[src/rtl/ex_hazard_ctrl.sv]
// Hazard and forwarding controller for the 5-stage pipeline: load-use stall sequencing
// with a captured load bypass, flush/freeze steering, per-operand forwarding selects and event counters.
module ex_hazard_ctrl #(
  parameter int CNT_W = 32
) (
  input  logic             clk,
  input  logic             rst,
  input  logic [4:0]       ex_rs1,
  input  logic [4:0]       ex_rs2,
  input  logic             ex_use_rs1,
  input  logic             ex_use_rs2,
  input  logic [4:0]       exmem_wreg,
  input  logic             exmem_regwrite,
  input  logic             exmem_is_load,
  input  logic [4:0]       memwb_wreg,
  input  logic             memwb_regwrite,
  input  logic [31:0]      memwb_data,
  input  logic [31:0]      load_rdata,
  input  logic             mem_busy,
  input  logic             branch_taken,
  output logic             pc_keep,
  output logic             ifid_keep,
  output logic             ifid_nop,
  output logic             idex_keep,
  output logic             idex_nop,
  output logic             ex_keep,
  output logic             ex_nop,
  output logic [1:0]       fwd_ex_pyc,
  output logic [1:0]       fwd_mem_pyc,
  output logic [1:0]       fwd_stall_load_pyc,
  output logic [1:0]       fwd_mem_hazard_pyc,
  output logic [31:0]      fwd_load_data,
  output logic [31:0]      fwd_retire_data,
  output logic [CNT_W-1:0] stall_cnt,
  output logic [CNT_W-1:0] flush_cnt
);

  typedef enum logic [1:0] {RUN, LU_STALL, LU_FWD} state_t;

  typedef struct packed {
    logic ex;
    logic ld;
    logic mem;
    logic hz;
  } fwd_t;

  state_t      state;
  logic [4:0]  l_reg;
  logic        l_valid;
  logic [4:0]  retire_reg;
  logic        retire_valid;

  logic        load_use;
  logic        freeze;
  logic        flush;
  logic        capture;
  fwd_t        fwd_rs1;
  fwd_t        fwd_rs2;

  // x0 is hardwired to zero, so it can never be a forwarding source.
  function automatic logic match(input logic use_r, input logic [4:0] rs, input logic [4:0] r);
    return use_r && (r != 5'd0) && (rs == r);
  endfunction

  function automatic fwd_t pick(
    input logic       use_r,
    input logic [4:0] rs,
    input logic       ex_ok,
    input logic [4:0] ex_reg,
    input logic       ld_ok,
    input logic [4:0] ld_reg,
    input logic       mem_ok,
    input logic [4:0] mem_reg,
    input logic       hz_ok,
    input logic [4:0] hz_reg
  );
    fwd_t f;
    f = '0;
    if (ex_ok && match(use_r, rs, ex_reg))        f.ex  = 1'b1;
    else if (ld_ok && match(use_r, rs, ld_reg))   f.ld  = 1'b1;
    else if (mem_ok && match(use_r, rs, mem_reg)) f.mem = 1'b1;
    else if (hz_ok && match(use_r, rs, hz_reg))   f.hz  = 1'b1;
    return f;
  endfunction

  function automatic logic [CNT_W-1:0] sat_inc(input logic [CNT_W-1:0] v);
    return (&v) ? v : v + CNT_W'(1);
  endfunction

  assign load_use = exmem_regwrite && exmem_is_load &&
                    (match(ex_use_rs1, ex_rs1, exmem_wreg) ||
                     match(ex_use_rs2, ex_rs2, exmem_wreg));
  assign freeze   = mem_busy;
  assign flush    = !mem_busy && branch_taken;
  // A load-use seen while memory is busy parks in LU_STALL and captures on the first ready cycle.
  assign capture  = !mem_busy && !branch_taken &&
                    (((state == RUN) && load_use) || (state == LU_STALL));

  always_comb begin
    fwd_rs1 = pick(ex_use_rs1, ex_rs1,
                   exmem_regwrite && !exmem_is_load, exmem_wreg,
                   (state == LU_FWD) && l_valid, l_reg,
                   memwb_regwrite, memwb_wreg,
                   retire_valid, retire_reg);
    fwd_rs2 = pick(ex_use_rs2, ex_rs2,
                   exmem_regwrite && !exmem_is_load, exmem_wreg,
                   (state == LU_FWD) && l_valid, l_reg,
                   memwb_regwrite, memwb_wreg,
                   retire_valid, retire_reg);
  end

  // NOTE: every output gets a default before the priority chain so no path infers a latch.
  always_comb begin
    pc_keep            = 1'b0;
    ifid_keep          = 1'b0;
    ifid_nop           = 1'b0;
    idex_keep          = 1'b0;
    idex_nop           = 1'b0;
    ex_keep            = 1'b0;
    ex_nop             = 1'b0;
    fwd_ex_pyc         = 2'b00;
    fwd_stall_load_pyc = 2'b00;
    fwd_mem_pyc        = 2'b00;
    fwd_mem_hazard_pyc = 2'b00;
    if (rst) begin
      fwd_ex_pyc         = {fwd_rs1.ex,  fwd_rs2.ex};
      fwd_stall_load_pyc = {fwd_rs1.ld,  fwd_rs2.ld};
      fwd_mem_pyc        = {fwd_rs1.mem, fwd_rs2.mem};
      fwd_mem_hazard_pyc = {fwd_rs1.hz,  fwd_rs2.hz};
      if (freeze) begin
        pc_keep   = 1'b1;
        ifid_keep = 1'b1;
        idex_keep = 1'b1;
        ex_keep   = 1'b1;
      end else if (flush) begin
        ifid_nop  = 1'b1;
        idex_nop  = 1'b1;
        ex_nop    = 1'b1;
      end else if (capture) begin
        pc_keep   = 1'b1;
        ifid_keep = 1'b1;
        idex_keep = 1'b1;
        ex_nop    = 1'b1;
      end
    end
  end

  // NOTE: sequential state uses non-blocking assignments so all registers update from pre-edge values.
  always_ff @(posedge clk or negedge rst) begin
    if (!rst) begin
      state           <= RUN;
      fwd_load_data   <= '0;
      l_reg           <= '0;
      l_valid         <= 1'b0;
      retire_reg      <= '0;
      retire_valid    <= 1'b0;
      fwd_retire_data <= '0;
      stall_cnt       <= '0;
      flush_cnt       <= '0;
    end else begin
      if (freeze || capture) stall_cnt <= sat_inc(stall_cnt);
      if (flush)             flush_cnt <= sat_inc(flush_cnt);

      if (!freeze) begin
        retire_reg      <= memwb_wreg;
        fwd_retire_data <= memwb_data;
        retire_valid    <= memwb_regwrite && (memwb_wreg != 5'd0);
      end

      if (freeze) begin
        if ((state == RUN) && load_use) state <= LU_STALL;
      end else if (flush) begin
        state   <= RUN;
        l_valid <= 1'b0;
      end else if (capture) begin
        state         <= LU_FWD;
        fwd_load_data <= load_rdata;
        l_reg         <= exmem_wreg;
        l_valid       <= 1'b1;
      end else if (state == LU_FWD) begin
        state   <= RUN;
        l_valid <= 1'b0;
      end
    end
  end

endmodule

[config.mk]
export PLATFORM = sky130hd
export DESIGN_NAME = ex_hazard_ctrl
export DESIGN_NICKNAME = d
export VERILOG_FILES = /design/src/rtl/ex_hazard_ctrl.sv
export SDC_FILE = /design/constraint.sdc
export NUM_CORES = 1
export LEC_CHECK = 0
export CORE_UTILIZATION = 49
export CTS_CLUSTER_DIAMETER = 150
export CTS_CLUSTER_SIZE = 25
export DETAILED_ROUTE_END_ITERATION = 6
export PLACE_DENSITY = 0.93
export RECOVER_POWER = 50
export SLEW_MARGIN = 5
export SYNTH_ARGS = -nofsm -noshare
export SYNTH_HDL_FRONTEND = slang
export SYNTH_SLANG_ARGS = --single-unit
[constraint.sdc]
create_clock -name clk -period 4.4 [get_ports clk]
set_clock_uncertainty 0.15 [all_clocks]
set_input_delay 0.88 -clock clk [delete_from_list [all_inputs] [get_ports clk]]
set_output_delay 0.88 -clock clk [all_outputs]
set_load 0.005 [all_outputs]
Word-level counts from Yosys, hierarchy flattened
Index checks and enable logic that the tools add are counted.
{ "totals": {"reg_bits": 142, "inputBits": 93, "out_inout_bits": 143, "word_cells": 117} }
{ "classes": {"add_sub_neg": 2, "n_eq_ne": 11, "mux": 38, "bitwise_logic": 4, "n_reduce_logical": 53} }
{ "op_table": {"columns": ["op", "count"], "rows": [
  ["adder 32 x 1 -> 32 bit, second input constant", 2],
  ["AND reduction 32 bit", 2],
  ["equality test 5 bit", 8],
  ["logical AND 1 bit", 33],
  ["two-way mux 1 bit", 25],
  ["two-way mux 2 bit", 11],
  ["nonzero test 5 bit", 4],
  ["AND reduction 2 bit", 4],
  ["two-way mux 3 bit", 2],
  ["NOT 1 bit", 4],
  ["nonzero test 4 bit", 1],
  ["zero test 1 bit", 3],
  ["logical OR 1 bit", 3],
  ["AND reduction 3 bit", 1],
  ["nonzero test 3 bit", 1],
  ["equality test 2 x 1 -> 1 bit, second input constant", 1],
  ["equality test 2 bit, second input constant", 1],
  ["zero test 2 bit", 1],
  ["inequality test 2 x 1 -> 1 bit, second input constant", 1]
]} }

Depth between registers and ports, before layout
Gate-level depths: netlist (run 1).
{ "depth": {"ltp_word": 12, "ltp_mapped": 9, "mapped_depth_nobuf": 8} }

Least setup slack after synthesis (run 1)
No wires, ideal clock.
{ "synth_timing": {"path_kind": "input-to-output", "startpoint": "in exmem_wreg[1]", "endpoint": "out ifid_keep", "arrival_ps": 2214, "required_time_ps": 3370, "slack_ps": 1156, "stages": 7, "path_buffers": 1, "path_cell_list": "or4_1 nor2_2 nor4_2 o21ai_1 nand2_1 and2_1 buf_4"} }
{ "synth_via": {"elab_chain_len": 12, "word_cells_on_any_way": 16, "cone_classes": "eq/ne: 2; mux: 4; reduce/logical: 10"} }
{ "synth_rtl": {"columns": ["item", "line_no", "text"], "rows": [
  ["start: declaration", "12", "input logic [4:0] exmem_wreg,"],
  ["nonzero test 5 bit", "62", "return use_r && (r != 5'd0) && (rs == r);"],
  ["logical AND 1 bit (2 in a row)", "62", null],
  ["logical OR 1 bit (*)", "91", "(match(ex_use_rs1, ex_rs1, exmem_wreg) ||"],
  ["logical AND 1 bit (*)", "90", "assign load_use = exmem_regwrite && exmem_is_load &&"],
  ["logical AND 1 bit (*)", "97", "(((state == RUN) && load_use) || (state == LU_STALL));"],
  ["logical OR 1 bit (*)", "97", null],
  ["logical AND 1 bit (*)", "96", "assign capture = !mem_busy && !branch_taken &&"],
  ["two-way mux 1 bit (*) (4 in a row)", null, null],
  ["end: declaration", "22", "output logic ifid_keep,"]
]} }
Every way passes the cells marked *; elsewhere a longest branch is shown, timed or not.

Worst setup path in the final report (run 1)
{ "layout_timing": {"startpoint": "in exmem_wreg[1]", "endpoint": "out fwd_mem_pyc[0]"} }
{ "layout_via": {"elab_chain_len": 6, "word_cells_on_any_way": 7, "cone_classes": "eq/ne: 1; mux: 2; reduce/logical: 4"} }
{ "layout_rtl": {"columns": ["item", "line_no", "text"], "rows": [
  ["nonzero test 5 bit", "62", null],
  ["logical AND 1 bit", "62", null],
  ["logical AND 1 bit (*)", "62", null],
  ["logical AND 1 bit (*)", "79", "if (ex_ok && match(use_r, rs, ex_reg)) f.ex = 1'b1;"],
  ["two-way mux 3 bit (*)", "79", null],
  ["two-way mux 2 bit (*)", "125", "if (rst) begin"],
  ["end: declaration", "29", "output logic [1:0] fwd_mem_pyc,"]
]} }
Marked as above.

==> results of run 1 <==
==> layout by cell type, fill, tap and decap left out, types with 6 or more instances in the layout <==
| cell | n |
|---|---|
| clkdlybuf4s50_1 | 204 |
| dfrtp_1 | 142 |
| nor2_1 | 23 |
| and4_1 | 7 |
| a21oi_1 | 6 |
| o21ai_0 | 6 |
| nand2_1 | 35 |
| clkbuf_16 | 17 |
| inv_1 | 9 |
| dlygate4sd3_1 | 29 |
| xnor2_1 | 69 |
| nand3_1 | 29 |
| nand4_1 | 28 |
| clkbuf_1 | 6 |
| and3_1 | 15 |
| mux2_1 | 30 |
| bufinv_16 | 6 |
| nor4_1 | 8 |
| mux2_2 | 47 |
| nor3_1 | 6 |
| xor2_1 | 31 |
| buf_4 | 14 |
==> area by class of cell <==
| cell class | count | area share (%) |
|---|---|---|
| clock buffers | 21 | 4.77 |
| repair buffers | 253 | 25.0 |
| multi-input cells | 374 | 29.5 |
| clock inverters | 10 | 2.12 |
| well taps | 172 | 2.18 |
| inverters | 9 | 0.343 |
| flip-flops and latches | 142 | 36.1 |
==> per-layer routing <==
metal / wire length (um) / vias to the layer above / part of all wire, %
li1: - / 2430 / -
met2: 9010 / 222 / 52
met5: 0 / - / 0
met4: 541 / 0 / 3.1
met1: 6590 / 2581 / 38
met3: 1330 / 43 / 7.6
==> worst max-delay path, stage by stage <==
cell             delay, ps
clkdlybuf4s50_1        480
or4_1                  610
nor2_4                 170
nor4_4                  90
nand2_1                100
nand2_1                 80
nor4_1                 370
clkdlybuf4s50_1        570
==> worst max-delay path by stage <==
stage,from,end,slack [ps],cells after the start
4_1_cts,exmem_wreg[1],ifid_keep,110,8
3_3_place_gp,exmem_wreg[1],ifid_keep,150,8
5_1_grt,exmem_wreg[1],fwd_mem_pyc[0],-70,8
6_report,exmem_wreg[1],fwd_mem_pyc[0],10,8
2_1_floorplan,exmem_wreg[1],ifid_keep,1160,7
3_5_place_dp,exmem_wreg[1],ifid_keep,120,8
==> power groups by stage <==
stage	sequential [mW]	combinational [mW]	clock, mW
after floorplan	1.61	0.234	0
after global placement	1.61	0.705	0
after detailed placement	1.62	0.728	0
after CTS	1.60	0.732	1.65
after global routing	1.63	0.771	1.71
final	1.60	0.710	1.63
==> cells in the mapped netlist, types with 2 or more instances <==
cell      instances  area (um^2)
and3_1           15         93.8
a21oi_1           6         30.0
ha_1              2         25.0
xnor2_1          69          604
nand3_1          29          145
nand4_1          28          175
buf_2             3         15.0
nor4_2            2         25.0
buf_1             3         11.3
o21ai_0           6         30.0
mux2_1           30          338
nor3_1            6         30.0
xor2_1           31          272
clkbuf_1          3         11.3
buf_4             3         22.5
inv_1             9         33.8
nor2b_1           3         18.8
buf_6             3         33.8
and4_1            7         61.3
and2_1            4         25.0
nor4_1            9         56.3
nor2_1           23         86.3
nand2_1          35          131
dfrtp_1         142         3550
mux2_2           47          529
or4_1             4         30.0
==> cells by family after synthesis <==
logic type                 share of synthesized area, %
xor gates and xnor gates                           13.4
adders and majority gates                         0.382
muxes                                              13.2
and+or+nand+nor                                    14.5
DFF                                                54.2
AOI/OAI and AO/OA                                  2.39
buffers and inverters                              1.95
==> repair_timing <==
action                                  CTS  global route
resized for setup                         0             4
endpoints found under the setup margin    0             4
setup buffers                             0             0
==> summary.txt, run 1 <==
Clock network
  – Number of levels the H-tree was split into: 4
  – Num Clock Sinks: roughly 140
  – Maximum buffer depth of the clock tree: 2
  – Number of buffers added by the clock tree synthesis step: 17
  – Clock Root Buffer: clkbuf_16
  – CTS clock-pin slew for the worst setup and hold paths: roughly 60 ps
  – TritonCTS clock tree: done
  – Worst-skew pair later-pin latency: just over 400 ps
  – Hold_buf cts: 0

Synthesis
  – Share of the yosys chip area belonging to registers: 54.2%
  – Number of synthesis warnings: 0
  – Number of enable-type register cells in the synthesized netlist: 0
  – Asr flop ratio synth: 100%
  – Synth Cell Area: 6560 um^2
  – Mean post-synth cell area: 12.1 um^2
  – Count of mapped cells out of synthesis: 540
  – Post-synthesis net count: 635
  – Most frequently used flop master after synthesis: dfrtp_1
  – Flop and latch count out of synthesis: around 140
  – Distinct cell type count after synthesis: 44

Power
  – Internal power component: between 3 and 4 mW
  – Relative contribution of combinational cells to total power: approximately 18%
  – Clock Power Share: roughly 41%
  – Switching power: ~0.93 mW
  – Fraction of power spent switching nets: approximately a quarter
  – Maximum vdd ir drop: between 0.0003 and 0.0004 V
  – Power density over the cells: around 400 nW/um^2
  – Sum of internal, switching and leakage power: 3.94 mW
  – Share of total power in sequential cells: between 40 and 50%
  – Static Leakage: between 4 and 5 nW

Final layout
  – Number of fill cells in the layout: just under 800
  – Number of nets in the finished design: between 800 and 900
  – Non-filler cells, final: between 900 and 1,000
  – Multi-input gate area: 2900 um^2
  – Diode insertion count for antenna repair: 0
  – Share of final-layout standard cells stronger than drive strength 1: 12.6%
  – Area growth from synthesis to layout: 50.3%
  – Storage cell area: around 3600 um^2
  – Finished Core Util: between 70% and 80%
  – Area of all placed cells without fillers: 9850 um^2

Floorplanning
  – Top Ports: around 240
  – Die Wd: roughly 120 um
  – FP Rows: between 40 and 50
  – Die outline height: ~120 um
  – Standard cell core area: around 13,000 um^2
  – Total die area: about 14,000 um^2
  – Starting Density: approximately half

Global route
  – Wire length of the first global-routing pass: approximately 29,000 um
  – Initial antenna violation count: 0
  – Met2 track utilization from global routing: between 40 and 50%
  – All-Layer GR Usage: a little over a quarter
  – Fraction of met3 tracks used by global routing: under 10%
  – Global route overflow: 0
  – Grt met1 use: 30.4%
  – Number of global-route vias before repair: 5,646
  – Layer with the highest usage after global routing: met2
  – Largest net degree at the start of global routing: 55

STA
  – Maximum frequency from static timing analysis: about 230 MHz
  – Max-slew violation total from the final report: 91
  – Final period util: 99.7%
  – Final setup violation count: 0
  – Post-layout minimum cycle time: ~4400 ps
  – Setup repair after global routing missed its margin: true
  – Worst Max-Slew Pin Slew: 2770 ps
  – Fin Setup TNS: 0 ps
  – Fin worst setup slack: 11.6 ps
  – Worst hold margin: around 210 ps
  – Max transition margin: -84.8%
  – Number of hold-slack violations in the final timing report: 0

Setup path
  – FF-to-FF setup slack: between 1500 and 2000 ps
  – Length in cells of the worst reg-to-reg path: 7
  – CP max FO: 5
  – Start-to-end type of the worst setup path: primary input to output pin
  – Capturing point of the worst reg2reg path: stall_cnt[28]$_DFFE_PN0P_
  – Type of element capturing the critical path: output pin
  – Worst Setup Start Kind: primary input
  – Startpoint of the worst register-to-register path: stall_cnt[3]$_DFFE_PN0P_
  – Endpoint arrival time on the critical path: between 3000 and 4000 ps
  – Required time at the worst-slack endpoint: between 3000 and 4000 ps

Place
  – Detailed placement HPWL: roughly 13,000 um
  – Count of input and output buffers: around 240
  – Area of placed instances: between 9000 and 10,000 um^2
  – Placed insts: 950
  – Final Wtd Congestion: 0.887
  – Pre-CTS setup slack: between 100 and 150 ps

Route
  – DRC violations left: 0
  – Average wire per standard cell: 17.8 um
  – Routed via count divided by cell count: about 5.4
  – Total detailed-routing wirelength: between 15,000 and 20,000 um
  – Initial drt markers: 367
  – Via total after detailed routing: between 5,000 and 6,000
  – Number of optimization iterations in the first detailed-route pass: 4
  – ANT nets after route: 0

Status
  – Status: complete, but fails checks
  – Failing checks: capacitance limit, slew limit

Flow run
  – Number of max-cap violations: 2

Hold path
  – Type of the tightest min-delay check: primary input to async pin
No activity file was read; power rests on OpenSTA's default activity.
==> inputs of run 2 (changes only) <==
--- a/config.mk
+++ b/config.mk
@@ -9,6 +9,8 @@
 export CTS_CLUSTER_DIAMETER = 150
 export CTS_CLUSTER_SIZE = 25
 export DETAILED_ROUTE_END_ITERATION = 6
+export GPL_TIMING_DRIVEN = 1
+export MAX_ROUTING_LAYER = met4
 export PLACE_DENSITY = 0.93
 export RECOVER_POWER = 50
 export SLEW_MARGIN = 5
==> run 2 against run 1 <==
Net effect:
- the run still ends with capacitance limit, slew limit left
- worst hold slack lost 8.5 ps
- first-iteration DRC count shrank 5.2%
- critical path depth is the same
- fmax grew 0.86%
- critical path type unchanged
- critical endpoint unchanged
==> summary.txt, run 2 (synthesis results as in run 1) <==
Global route
  – All-Layer GR Usage: 27.9% (+1.3 points)
  – Initial antenna violation count: 0 (unchanged)
  – Largest net degree at the start of global routing: 55 (unchanged)
  – Number of global-route vias before repair: 5,771 (+2.2%)
  – Wire length of the first global-routing pass: 29,500 um (+1.4%)
  – Global route overflow: 0 (unchanged)

Setup path
  – CP max FO: 5 (unchanged)
  – Type of element capturing the critical path: output pin
  – Start-to-end type of the worst setup path: primary input to output pin
  – Required time at the worst-slack endpoint: 3370 ps (about the same)
  – Worst Setup Start Kind: primary input
  – Endpoint arrival time on the critical path: 3320 ps (-40 ps)
  – Length in cells of the worst reg-to-reg path: 6 (-1)

Status
  – Failing checks: capacitance limit, slew limit
  – Status: complete, but fails checks

Power
  – Static Leakage: 4.16 nW (-0.99%)
  – Power density over the cells: 391 nW/um^2 (-2.2%)
  – Share of total power in sequential cells: 41.8% (+1.1 points)
  – Maximum vdd ir drop: 0.000268 V (-12%)
  – Relative contribution of combinational cells to total power: 18.8% (+0.8 points)
  – Internal power component: 2.88 mW (-4.7%)
  – Switching power: 0.963 mW (+4.1%)
  – Fraction of power spent switching nets: 25.1% (+1.6 points)
  – Clock Power Share: 39.4% (-1.9 points)

Place
  – Placed insts: 949 (-0.11%)
  – Detailed placement HPWL: 13,200 um (+2.7%)
  – Pre-CTS setup slack: 75.6 ps (-41.9 ps)
  – Count of input and output buffers: 235 (unchanged)
  – Final Wtd Congestion: 0.905 (+2.0%)
  – Area of placed instances: 9150 um^2 (about the same)

STA
  – Final setup violation count: 0 (unchanged)
  – Post-layout minimum cycle time: 4350 ps (-37.4 ps)
  – Fin Setup TNS: 0 ps (unchanged)
  – Number of hold-slack violations in the final timing report: 0 (unchanged)
  – Worst Max-Slew Pin Slew: 2730 ps (-37.9 ps)
  – Max transition margin: -82.3% (+2.5 points)
  – Fin worst setup slack: 49.0 ps (+37.4 ps)
  – Final period util: 98.9% (-0.85 points)
  – Maximum frequency from static timing analysis: 230 MHz (+0.86%)
  – Max-slew violation total from the final report: 91 (unchanged)

Hold path
  – Type of the tightest min-delay check: primary input to async pin

Floorplanning
  – Total die area: 13,800 um^2 (unchanged)
  – Top Ports: 236 (unchanged)
  – Die outline height: 118 um (unchanged)
  – Die Wd: 118 um (unchanged)
  – FP Rows: 41 (unchanged)
  – Starting Density: 51.1% (unchanged)
  – Standard cell core area: 12,800 um^2 (unchanged)

Clock network
  – Maximum buffer depth of the clock tree: 2 (unchanged)
  – CTS clock-pin slew for the worst setup and hold paths: 60 ps (about the same)
  – Number of levels the H-tree was split into: 4 (unchanged)
  – TritonCTS clock tree: done
  – Worst-skew pair later-pin latency: 410 ps (about the same)
  – Cts repair resizes: 0 (unchanged)
  – Num Clock Sinks: 142 (unchanged)
  – Clock Root Buffer: clkbuf_16
  – Number of buffers added by the clock tree synthesis step: 17 (unchanged)
  – Count of buffers added by post-CTS timing repair for setup: 0 (unchanged)
  – Hold_buf cts: 0 (unchanged)

Final layout
  – Most frequent cells in the layout: clkdlybuf4s50_1, dfrtp_1, xnor2_1
  – Area growth from synthesis to layout: 49.7%
  – Non-filler cells, final: 981 (unchanged)
  – Share of final-layout standard cells stronger than drive strength 1: 12.9% (+0.25 points)
  – Number of nets in the finished design: 891 (-0.11%)
  – Number of fill cells in the layout: 810 (+3.6%)
  – Area of all placed cells without fillers: 9810 um^2 (-0.41%)
  – Leading cell type in the layout, fill and taps excluded: clkdlybuf4s50_1
  – Diode insertion count for antenna repair: 0 (unchanged)
  – Finished Core Util: 76.5% (-0.31 points)

Route
  – Routed via count divided by cell count: 5.44 (+1.2%)
  – Via total after detailed routing: 5,337 (+1.2%)
  – ANT nets after route: 0 (unchanged)
  – Initial drt markers: 348 (-5.2%)
  – Number of optimization iterations in the first detailed-route pass: 5 (+1)
  – Average wire per standard cell: 18.3 um (+2.7%)
  – Total detailed-routing wirelength: 17,900 um (+2.7%)
  – DRC violations left: 0 (unchanged)

Flow run
  – Number of max-cap violations: 2 (unchanged)
==> run 2: layer usage <==
layer | GRT usage (%) | part of all wire [%] | vias up
met4 | 12.3 | 3.0 | 0
met1 | 31.4 | 39 | 2632
met2 | 47.6 | 52 | 227
li1 | - | - | 2429
met5 | - | 0 | -
met3 | 6.25 | 5.7 | 49
==> run 2: through the flow <==
stage	hold slack, ps	power (mW)
after global placement	323	2.31
final	201	3.84
after CTS	210	3.88
after detailed placement	329	2.35
after floorplan	294	1.84
after global routing	225	4.01
==> run 2: critical path, cell delays in order <==
cell             delay, ps
clkdlybuf4s50_1        500
or4_4                  590
nor2_4                 160
nor4_4                  90
nand2_1                100
nand2_1                 90
nor4_1                 330
clkdlybuf4s50_1        580
==> run 2: power by group through the flow <==
stage,logic (mW),clock network (mW),registers [mW]
3_5_place_dp,0.731,0,1.62
5_1_grt,0.781,1.60,1.63
4_1_cts,0.742,1.54,1.60
6_report,0.720,1.51,1.60
3_3_place_gp,0.704,0,1.61
2_1_floorplan,0.234,0,1.61
==> run 2: area by class of cell <==
class	instances	area, um^2	share of cell area (%)
Tap cell	172	215	2.19
Multi-Input combinational cell	374	2920	29.8
Inverter	9	33.8	0.344
Timing Repair Buffer	252	2460	25.0
Clock buffer	19	443	4.51
Clock inverter	13	188	1.91
Sequential cell	142	3550	36.2
==> run 2: final timing paths <==
kind | from | end | slack (ps)
setup / recovery | exmem_wreg[1] | fwd_mem_pyc[0] | 50
setup reg to reg | stall_cnt[3]$_DFFE_PN0P_ | stall_cnt[1]$_DFFE_PN0P_ | 1820
hold reg to reg | fwd_load_data[10]$_DFFE_PN0P_ | fwd_load_data[10]$_DFFE_PN0P_ | 330
min in group clk | fwd_load_data[10]$_DFFE_PN0P_ | fwd_load_data[10]$_DFFE_PN0P_ | 330
max in group asynchronous | rst | fwd_load_data[14]$_DFFE_PN0P_ | 1000
hold / removal | rst | stall_cnt[16]$_DFFE_PN0P_ | 200
